File: src/rtl/common_pkg.sv
// Scalar types shared by every pipeline stage.
package common;

    typedef logic [63:0] addr_t;
    typedef logic [31:0] u32;
    typedef logic [63:0] word_t;

endpackage

File: src/rtl/pipeline_pkg.sv
// Inter-stage records and fetch-stage constants.
package pipeline;

    import common::*;

    typedef enum logic [1:0] {
        IDLE,
        FETCH,
        DISCARD,
        WAITOUT
    } fetch_state_t;

    localparam addr_t PCINIT_DEFAULT = 64'h8000_0000;

    typedef struct packed {
        addr_t pc;
        u32    raw_instr;
    } fetch_instr_t;

    typedef struct packed {
        logic         valid;
        fetch_instr_t instr;
    } fetch_data_t;

endpackage

File: src/rtl/fetch.sv
// Instruction-fetch stage: owns the PC, keeps one request on the instruction bus
// at a time and hands each returned word to decode as a registered fetch_data_t.
module fetch
    import common::*;
    import pipeline::*;
#(
    parameter addr_t PCINIT = PCINIT_DEFAULT
) (
    input  logic        clk,
    input  logic        resetn,
    output logic        ireq_valid,
    output addr_t       ireq_addr,
    input  logic        iresp_data_ok,
    input  u32          iresp_data,
    output fetch_data_t dataF,
    input  logic        stall,
    input  logic        redirect_valid,
    input  addr_t       redirect_pc
);

    fetch_state_t state, state_next;
    addr_t        pc, pc_next;
    addr_t        pending_pc, pending_pc_next;
    fetch_data_t  data_next;

    // The request is held steady from the state register alone, so the bus
    // sees a constant address until its response arrives.
    assign ireq_valid = (state == FETCH) || (state == DISCARD);
    assign ireq_addr  = pc;

    always_comb begin
        // NOTE: every next value defaults to its current register, so no path leaves it unassigned (no latch).
        state_next      = state;
        pc_next         = pc;
        pending_pc_next = pending_pc;
        data_next       = dataF;
        case (state)
            IDLE: begin
                state_next = FETCH;
                if (redirect_valid) pc_next = redirect_pc;
            end
            FETCH: begin
                if (iresp_data_ok) begin
                    if (redirect_valid) begin
                        pc_next = redirect_pc;
                    end else begin
                        data_next.valid           = 1'b1;
                        data_next.instr.pc        = pc;
                        data_next.instr.raw_instr = iresp_data;
                        pc_next                   = pc + 64'd4;
                        state_next                = WAITOUT;
                    end
                end else if (redirect_valid) begin
                    pending_pc_next = redirect_pc;
                    state_next      = DISCARD;
                end
            end
            DISCARD: begin
                // The wrong-path response must still be consumed before the bus can move on.
                if (iresp_data_ok) begin
                    pc_next    = redirect_valid ? redirect_pc : pending_pc;
                    state_next = FETCH;
                end else if (redirect_valid) begin
                    pending_pc_next = redirect_pc;
                end
            end
            WAITOUT: begin
                if (redirect_valid) begin
                    data_next.valid = 1'b0;
                    pc_next         = redirect_pc;
                    state_next      = FETCH;
                end else if (!stall) begin
                    data_next.valid = 1'b0;
                    state_next      = FETCH;
                end
            end
            default: state_next = IDLE;
        endcase
    end

    // NOTE: sequential state uses non-blocking assignments only; the blocking ones live in the comb block.
    always_ff @(posedge clk or negedge resetn) begin
        if (!resetn) begin
            state      <= IDLE;
            pc         <= PCINIT;
            pending_pc <= '0;
            dataF      <= '0;
        end else begin
            state      <= state_next;
            pc         <= pc_next;
            pending_pc <= pending_pc_next;
            dataF      <= data_next;
        end
    end

endmodule
File: config.mk
export PLATFORM = sky130hd
export DESIGN_NAME = fetch
export DESIGN_NICKNAME = d
export VERILOG_FILES = /design/src/rtl/common_pkg.sv /design/src/rtl/pipeline_pkg.sv /design/src/rtl/fetch.sv
export SDC_FILE = /design/constraint.sdc
export NUM_CORES = 1
export LEC_CHECK = 0
export ABC_AREA = 1
export CAP_MARGIN = 20
export CORE_MARGIN = 8
export CORE_UTILIZATION = 42
export CTS_BUF_LIST = sky130_fd_sc_hd__clkbuf_16
export CTS_CLUSTER_SIZE = 40
export DETAILED_ROUTE_END_ITERATION = 10
export GPL_ROUTABILITY_DRIVEN = 0
export PLACE_DENSITY = 0.68
export SLEW_MARGIN = 20
export SYNTH_ARGS = -nofsm -noshare
export SYNTH_HDL_FRONTEND = slang
export SYNTH_SLANG_ARGS = --single-unit
export TNS_END_PERCENT = 10
File: constraint.sdc
create_clock -name clk -period 1.9 [get_ports clk]
set_input_delay 0.19 -clock clk [delete_from_list [all_inputs] [get_ports clk]]
set_output_delay 0.19 -clock clk [all_outputs]
set_load 0.02 [all_outputs]
* After elaboration in Yosys (flattened, before gate mapping)
Index checks and enable logic that the tools add are counted.
** Word-level totals
- Input bits :: 101
- Word-level logic and storage cells :: 47
- Bits in latches :: 0
- Register bits :: 227
- ROM bits :: 0
- RAM bits :: 0
- Memories :: 0
- Output and inout port bits :: 162
** Cells by class
- Divide/modulo/power cells :: 0
- Order comparisons :: 0
- Equality and inequality tests :: 10
- Multiplexer cells :: 18
- Bitwise logic cells :: 2
- Add/subtract/negate cells :: 1
- Multiply operators :: 0
- Shift operators :: 0
- Reductions and logical operators :: 10
** Operator list (number)
- 64-bit 2-to-1 mux :: 5
- 97-bit 2-to-1 mux :: 2
- 64-bit case mux with 3 select lines :: 1
- 64-bit by 3-bit adder with 64-bit output (second input constant) :: 1
- 2-bit 2-to-1 mux :: 6
- 3-bit != test (second input constant) :: 3
- 2-bit case mux with 4 select lines :: 1
- 4-bit AND reduction :: 2
- 2-bit != test (second input constant) :: 3
- 3-bit AND reduction :: 2
- 2-bit == test (second input constant) :: 2
- 2-bit OR reduction :: 2
- 2-bit by 1-bit == test with 1-bit output (second input constant) :: 1
- 2-bit zero test :: 1
- 1-bit 2-to-1 mux :: 2
- 2-bit by 1-bit != test with 1-bit output (second input constant) :: 1
- 1-bit inverter :: 2
- 1-bit case mux with 2 select lines :: 1
- 2-bit AND reduction :: 1
- 2-bit nonzero test :: 1
- 1-bit logical OR :: 1

* Logic depth before layout (Yosys ltp)
Gate-level depths: netlist of run 1.
- Depth after elaboration :: 4
- Depth in mapped cells :: 14
- Gate-level depth less buffers :: 14

* Least setup slack after synthesis of run 1
OpenSTA, ideal clock, no wires.
- Path kind :: reg2reg
- Start point :: register pc[2] (netlist: ireq_addr[2])
- End point :: register pc[44] (netlist: ireq_addr[44])
- Path buffers :: 0
- Period minus slack after synthesis :: 1.782 ns
- Arrival :: 1.666 ns
- Path slack :: 0.118 ns
- Library setup time :: 0.117 ns
- Cell stages (with the launch flop) :: 15
- Data required time :: 1.783 ns
- Path through :: dfrtp_1 > ha_1 > inv_1 > nor2_4 > nand3_1 > inv_1 > nand2_1 > inv_1 > nand2_1 > nand2_1 > nand2_1 > nand2_1 > nand2_1 > nand2_1 > nand2_1
** On the way
- Cells in the longest elaborated chain, start to end :: 4
** Ends and longest elaborated chain
- start: declaration :: RTL line fetch.sv:22 : addr_t pc, pc_next;
- start signal: assignment :: RTL line fetch.sv:90 : pc <= pc_next;
- 64-bit by 3-bit adder with 64-bit output :: RTL line fetch.sv:50 : pc_next = pc + 64'd4;
- 64-bit 2-to-1 mux :: RTL line fetch.sv:44 : if (redirect_valid) begin
- 64-bit 2-to-1 mux :: RTL line fetch.sv:43 : if (iresp_data_ok) begin
- 64-bit case mux with 3 select lines :: RTL line fetch.sv:37 : case (state)
No other way between the ends. The select of a mux whose other input is x is not followed.
A chain may end at the register's enable or synchronous reset.

* Worst setup path in the final report of run 1
- Start point :: register pc[47] (netlist: ireq_addr[47])
- End point :: output ireq_addr[47]
** RTL lines
- end: declaration :: RTL line fetch.sv:12 : output addr_t ireq_addr,
No word-level cell between the ends.

==> results of run 1 <==
sequential cells by signal (all words and copies together), names as in the netlist:
signal      count
dataF          97
state           2
pending_pc     64
ireq_addr      64
stage by stage:
| step | utilization, % | total power [mW] | TNS (ns) | setup slack (ns) |
|---|---|---|---|---|
| global route | 59.4 | 33.6 | -0.745 | -0.0799 |
| finish | 59.4 | 31.5 | 0 | 0.0185 |
| CTS | 58.2 | 31.2 | 0 | 0.000134 |
| detailed placement | 55.2 | 25.9 | -0.105 | -0.0752 |
| floorplan | - | 18.0 | 0 | 0.118 |
| global placement | 55.2 | 25.5 | -0.0357 | -0.0357 |
worst paths after layout:
check / endpoint / depth (start not counted) / slack, ns
worst max-delay path: ireq_addr[47] / 1 / 0.02
worst min-delay path: dataF[78] / 2 / 0.18
worst max register to register: ireq_addr[54] / 12 / 0.02
worst min register to register: dataF[48] / 2 / 0.48
max in group asynchronous: ireq_addr[60] / 3 / 1.09
min in group clk: ireq_addr[1] / 5 / 0.19
layout make-up:
class / instances / area [sq um] / area share [%]
diodes: 2 / 5.00 / 0.0283
well taps: 390 / 488 / 2.76
inverters: 156 / 586 / 3.31
multi-input cells: 1289 / 6280 / 35.5
clock inverters: 22 / 244 / 1.38
flip-flops and latches: 227 / 5690 / 32.1
repair buffers: 372 / 3750 / 21.2
clock buffers: 26 / 651 / 3.68
cells by family after synthesis:
| logic type | Yosys count | share of synthesized area [%] |
|---|---|---|
| buf+inv | 254 | 7.84 |
| xor+xnor | 7 | 0.481 |
| compound gates | 431 | 18.4 |
| simple gates | 815 | 25.5 |
| mux | 32 | 2.83 |
| fa+ha+maj | 4 | 0.393 |
| flops | 227 | 44.6 |
layout by cell type (no fill, tap or decap), types with 2 or more instances in the layout:
| cell | n |
|---|---|
| sky130_fd_sc_hd__dlygate4sd2_1 | 17 |
| sky130_fd_sc_hd__inv_2 | 7 |
| sky130_fd_sc_hd__clkdlybuf4s50_1 | 216 |
| sky130_fd_sc_hd__a22oi_1 | 60 |
| sky130_fd_sc_hd__nor2_2 | 21 |
| sky130_fd_sc_hd__o22ai_1 | 3 |
| sky130_fd_sc_hd__a21oi_1 | 103 |
| sky130_fd_sc_hd__nand4_1 | 6 |
| sky130_fd_sc_hd__ha_2 | 2 |
| sky130_fd_sc_hd__dfrtp_2 | 3 |
| sky130_fd_sc_hd__buf_12 | 17 |
| sky130_fd_sc_hd__bufinv_16 | 5 |
| sky130_fd_sc_hd__xor2_1 | 7 |
| sky130_fd_sc_hd__nand2_4 | 6 |
| sky130_fd_sc_hd__diode_2 | 2 |
| sky130_fd_sc_hd__clkinv_2 | 4 |
| sky130_fd_sc_hd__o21ai_1 | 20 |
| sky130_fd_sc_hd__o21ai_0 | 233 |
| sky130_fd_sc_hd__mux2_2 | 32 |
| sky130_fd_sc_hd__nand2_1 | 573 |
| sky130_fd_sc_hd__nand3_2 | 2 |
| sky130_fd_sc_hd__nand3_1 | 69 |
| sky130_fd_sc_hd__inv_1 | 152 |
| sky130_fd_sc_hd__clkinv_1 | 6 |
| sky130_fd_sc_hd__dlymetal6s2s_1 | 26 |
| sky130_fd_sc_hd__nor2_1 | 103 |
| sky130_fd_sc_hd__buf_4 | 90 |
| sky130_fd_sc_hd__nand2_2 | 21 |
| sky130_fd_sc_hd__a221oi_1 | 3 |
| sky130_fd_sc_hd__nor2_4 | 13 |
| sky130_fd_sc_hd__clkbuf_16 | 27 |
| sky130_fd_sc_hd__clkinvlp_4 | 2 |
| sky130_fd_sc_hd__dfrtp_1 | 223 |
routing by layer:
layer  GRT usage, %  part of all wire [%]  routed length, um
met1           33.0                    42              19300
met4           8.26                   2.8               1300
met2           37.6                    45              20700
met3           6.31                    10               4790
met5              0                 0.028                 13
power by group:
group | internal (mW) | leakage [nW] | switching [mW] | total, mW
Clock | 3.17 | 0.447 | 2.10 | 5.27
Sequential | 7.18 | 2.83 | 1.67 | 8.85
Combinational | 7.02 | 4.89 | 10.3 | 17.3
timing repair:
action,CTS,global route
setup endpoints to repair,23,128
buffers inserted,0,9
hold buffers,1,0
gates cloned,0,1
endpoints found under the hold margin,201,0
pin swaps,1,12
resized for setup,27,85
==> impl_results.md, run 1 <==
* Clock transition at the registers of the reported paths at 0.06 ns
* Post-synthesis register bit count at 227
* Data required time at the worst endpoint at 1.71 ns
* Tcrit/Tclk final at 99.0%
* Most instantiated flip-flop cell in the synthesis netlist: sky130_fd_sc_hd__dfrtp_1
* Longest Clk Path Bufs at 3
* Input/output buffers at 262
* Remaining routing DRC violations at 0
* Global-route congestion overflow total at 0
* Drt via density at 5.37
* Async SR Flop Fraction at 100%
* Buffer and inverter count on the worst path at 1
* Number of maximum-capacitance violations at 0
* Final instance count without filler cells at 2484
* Placed cells at 2423
* Worst clock skew at 0.0124 ns
* Share of the synthesized area in the top cell type at 44.4%
* Most frequent cell after synthesis: sky130_fd_sc_hd__nand2_1
* GRT Resource Usage Total at 24.4%
* Ranking of synthesized cells by area: sky130_fd_sc_hd__dfrtp_1 (44%), sky130_fd_sc_hd__nand2_1 (17%), sky130_fd_sc_hd__o21ai_0 (9.3%)
* List of cells traversed by the critical path: clkdlybuf4s50_1
* Final number of hold-violating endpoints at 0
* Delay contributed by the slowest stage of the critical path at 0.66 ns
* Nature of the critical path endpoint: output port
* Top delay family on crit path: buffers and inverters
* Die height at 190 um
* Leakage power at 8.17 nW
* Avg WL per Cell at 18.6 um
* Post-synthesis net count at 1875
* Tightest Pin Transition at 0.445 ns
* Worst-skew pair later-pin latency at 0.54 ns
* Type of the setup path with the least slack: flip-flop to output port
* Global-route wire length before repair at 70900 um
* Final number of setup-violating endpoints at 0
* Type of the tightest min-delay check: input port to async pin
* Number of synthesized flops with an enable pin at 0
* Post-route cell area at 17700 sq um
* Slew margin rel. at 70.3%
* Post-synth design cell area at 12700 sq um
* Maximum net fanout on the critical path at 5
* Number of antenna violations at the first check in global routing at 3
* Iteration count of the initial detailed-routing pass at 6
* Gate count of the mapped netlist at 1770
* DP Wirelength at 33500 um
* Die Outline Area at 36200 sq um
* Number of pins with negative max-slew slack in the final report at 0
* Fill cell count at 2720
* Worst slack on hold paths at 0.178 ns
* Sequential fraction of the synthesis area at 44.6%
* Clock tree from TritonCTS: done
* Synth area leader: sky130_fd_sc_hd__dfrtp_1
* Antenna viol nets, final at 0
* Core Box Area at 29800 sq um
* Worst reg2reg startpoint: ireq_addr[3]
* Dpl cell area at 16400 sq um
* Setup crit start: ireq_addr[47]
* Nets at 2177
* Synth unique cells at 34
* Peak supply drop at 0.00135 V
* # H-tree levels at 1
* Number of violations reported at the end of detailed-routing iteration 0 at 1301
* Share of post-route cells with drive strength above 1 at 12.6%
* Number of buffers created by CTS at 26
* Routed vias at 13300
* Final routed wirelength across all metal layers at 46100 um
* Largest net degree at the start of global routing at 101
* Number of rows in the core area at 63
* Unrepaired setup endpoints after global routing: yes
* Area added between synthesis and finish at 38.7%
* Io pins at 263
* Vias in the first global route at 12700
* Cell with the largest stage delay on the worst path: sky130_fd_sc_hd__clkdlybuf4s50_1
* Result of the run: finished, final reports clean
* Maximum achievable frequency at 531 MHz
* Synth warn at 0
* Cell Pwr Density at 1780 nW/um^2
* Initial core utilization at 42.8%
* Clock root buffer: sky130_fd_sc_hd__clkbuf_16
* Synth Area per Inst at 7.20 sq um
* Die width at 190 um
* Sink Count at 227
* Worst EP arrival at 1.69 ns
* Most frequent cells after synthesis: sky130_fd_sc_hd__nand2_1 (590), sky130_fd_sc_hd__o21ai_0 (236), sky130_fd_sc_hd__dfrtp_1 (226)
* Crit path launch type: flip-flop
* Shortest clock period the worst path allows after layout at 1.88 ns
(Power assumes the default switching activity.)
==> run 2: changes to the inputs <==
Settings changed: CORE_ASPECT_RATIO from default to 2, CORE_UTILIZATION 42 to 50, PLACE_DENSITY 0.68 to 0.78.
==> impl_results.md, run 2 (synthesis results as in run 1) <==
* Result of the run: finished, final reports clean (unchanged)
* Tightest Pin Transition at 0.464 ns (was 0.445 ns)
* Leakage power at 8.09 nW (was 8.17 nW)
* Clock transition at the registers of the reported paths at 0.07 ns (was 0.06 ns)
* Top library cells by usage in the layout, fill and taps aside: sky130_fd_sc_hd__nand2_1 (580), sky130_fd_sc_hd__o21ai_0 (228), sky130_fd_sc_hd__dfrtp_1 (220) (was sky130_fd_sc_hd__nand2_1 (573), sky130_fd_sc_hd__o21ai_0 (233), sky130_fd_sc_hd__dfrtp_1 (223))
* Slew margin rel. at 69.1% (was 70.3%)
* Antenna viol nets, final at 0 (unchanged)
* Iteration count of the initial detailed-routing pass at 7 (was 6)
* Final routed wirelength across all metal layers at 47800 um (was 46100 um)
* # H-tree levels at 1 (unchanged)
* Crit path launch type: flip-flop (unchanged)
* Worst clock skew at 0.0156 ns (was 0.0124 ns)
* Tcrit/Tclk final at 99.9% (was 99.0%)
* Utilization after layout at 69.9% (was 59.4%)
* Placed cells at 2383 (was 2423)
* Io pins at 263 (unchanged)
* Cell Pwr Density at 1730 nW/um^2 (was 1780 nW/um^2)
* Final number of hold-violating endpoints at 0 (unchanged)
* Nature of the critical path endpoint: flip-flop (was output port)
* Die Outline Area at 31200 sq um (was 36200 sq um)
* Drt via density at 5.66 (was 5.37)
* Area added between synthesis and finish at 37.3% (was 38.7%)
* Worst-skew pair later-pin latency at 0.56 ns (was 0.54 ns)
* Maximum net fanout on the critical path at 49 (was 5)
* Die width at 129 um (was 190 um)
* Number of violations reported at the end of detailed-routing iteration 0 at 1211 (was 1301)
* Type of the tightest min-delay check: input port to async pin (unchanged)
* DP Wirelength at 34300 um (was 33500 um)
* Maximum achievable frequency at 527 MHz (was 531 MHz)
* Number of maximum-capacitance violations at 0 (unchanged)
* Top register by number of flip-flops: dataF (unchanged)
* Number of antenna violations at the first check in global routing at 7 (was 3)
* Worst EP arrival at 2.39 ns (was 1.69 ns)
* Data required time at the worst endpoint at 2.40 ns (was 1.71 ns)
* Global-route congestion overflow total at 0 (unchanged)
* Avg WL per Cell at 19.6 um (was 18.6 um)
* End of the worst register-to-register path: ireq_addr[28] (was ireq_addr[54])
* Initial core utilization at 50.9% (was 42.8%)
* Critical Path End: ireq_addr[28] (was ireq_addr[47])
* Number of buffers created by CTS at 22 (was 26)
* Final number of setup-violating endpoints at 0 (unchanged)
* Number of flip-flops in the largest register at 97 (unchanged)
* GRT Resource Usage Total at 30.3% (was 24.4%)
* Sink Count at 227 (unchanged)
* Longest Clk Path Bufs at 3 (unchanged)
* Worst reg2reg startpoint: state[0] (was ireq_addr[3])
* Input/output buffers at 262 (unchanged)
* Final instance count without filler cells at 2435 (was 2484)
* Remaining routing DRC violations at 0 (unchanged)
* Most common cell after layout, fill and taps aside: sky130_fd_sc_hd__nand2_1 (unchanged)
* Setup crit start: state[0] (was ireq_addr[47])
* Worst reg2reg setup slack at 0.001 ns (was 0.02 ns)
* Share of post-route cells with drive strength above 1 at 13.0% (was 12.6%)
* Pre-CTS worst setup slack at -0.0389 ns (was -0.0752 ns)
* Vias in the first global route at 13500 (was 12700)
* Number of rows in the core area at 82 (was 63)
* Worst reg2reg path depth at 8 (was 12)
* Global-route wire length before repair at 73400 um (was 70900 um)
* Type of the setup path with the least slack: flip-flop to flip-flop (was flip-flop to output port)
* Largest net degree at the start of global routing at 74 (was 101)
* Peak supply drop at 0.00105 V (was 0.00135 V)
* Unrepaired setup endpoints after global routing: yes (unchanged)
* Number of pins with negative max-slew slack in the final report at 0 (unchanged)
* Clock tree from TritonCTS: done (unchanged)
* Post-route worst setup slack at 0.00107 ns (was 0.0185 ns)
* Shortest clock period the worst path allows after layout at 1.90 ns (was 1.88 ns)
* Worst slack on hold paths at 0.132 ns (was 0.178 ns)
* Core Box Area at 25000 sq um (was 29800 sq um)
* Nets at 2182 (was 2177)
* Routed vias at 13800 (was 13300)
* Die height at 242 um (was 190 um)
* Clock root buffer: sky130_fd_sc_hd__clkbuf_16 (unchanged)
## run 2: changes by cell type in the layout (fill, tap and decap cells not counted), moves of 4 or more
cell and change:
sky130_fd_sc_hd__nand2_2 -9, sky130_fd_sc_hd__buf_4 +8, sky130_fd_sc_hd__nand2_1 +7, sky130_fd_sc_hd__dlygate4sd2_1 +6, sky130_fd_sc_hd__diode_2 +5, sky130_fd_sc_hd__dlymetal6s2s_1 -5
sky130_fd_sc_hd__nor2_1 -5, sky130_fd_sc_hd__nor2_2 +5, sky130_fd_sc_hd__o21ai_0 -5, sky130_fd_sc_hd__buf_12 +4, sky130_fd_sc_hd__bufinv_16 -4, sky130_fd_sc_hd__clkbuf_16 -4
## run 2: per-stage QoR
step	power [mW]	area, sq um	TNS, ns
after floorplan	18.0	12700	0
after global placement	25.4	16500	-0.00406
after detailed placement	25.9	16500	-0.0449
after CTS	30.2	17200	-0.0521
after global routing	32.2	17500	-0.769
final	30.3	17500	0
## run 2: routing by layer
metal	global-route usage [%]	share of wire [%]	vias to the layer above	routed length [um]
met5	0	0	-	0
met4	24.1	8.0	0	3810
met3	5.75	7.4	199	3550
met2	51.9	51	705	24300
met1	31.4	34	6493	16100
li1	-	-	6376	-
## run 2: power breakdown
| group | leakage [nW] | switching [mW] | internal [mW] |
|---|---|---|---|
| logic | 4.92 | 10.3 | 6.93 |
| clock network | 0.349 | 2.04 | 2.33 |
| registers | 2.82 | 1.54 | 7.18 |
| total | 8.09 | 13.9 | 16.4 |
## run 2: worst min path at each step
stage	endpoint	slack (ns)	cells after the start
2_1_floorplan	dataF[0]	-0.11	0
3_3_place_gp	dataF[81]	0.1	1
3_5_place_dp	dataF[86]	0.11	1
4_1_cts	pending_pc[50]	0.13	2
5_1_grt	pending_pc[50]	0.15	2
6_report	dataF[82]	0.13	2
## run 2: cell type report
type	instances	area [sq um]
Timing Repair Buffer	381	3800
Clock buffer	23	576
Sequential cell	227	5690
Fill cell	2105	7520
Antenna cell	7	17.5
Clock inverter	16	108
Inverter	156	591
Tap cell	336	420
Multi-Input combinational cell	1289	6300
## run 2: worst max-delay path: stages, from the launching register on
cell                      delay [ns]
sky130_fd_sc_hd__dfrtp_1        0.41
sky130_fd_sc_hd__inv_1          0.07
sky130_fd_sc_hd__ha_2           0.20
sky130_fd_sc_hd__buf_12         0.27
sky130_fd_sc_hd__buf_4          0.27
sky130_fd_sc_hd__a22oi_1        0.09
sky130_fd_sc_hd__a21oi_1        0.31
sky130_fd_sc_hd__nand2_1        0.09
sky130_fd_sc_hd__nand2_1        0.07
## run 2: repair_timing
item / CTS / global route
setup buffers: 0 / 5
gates resized for setup: 30 / 98
endpoints found under the hold margin: 226 / 0
endpoints found under the setup margin: 28 / 69
pin swaps: 0 / 14
hold buffers: 1 / 0
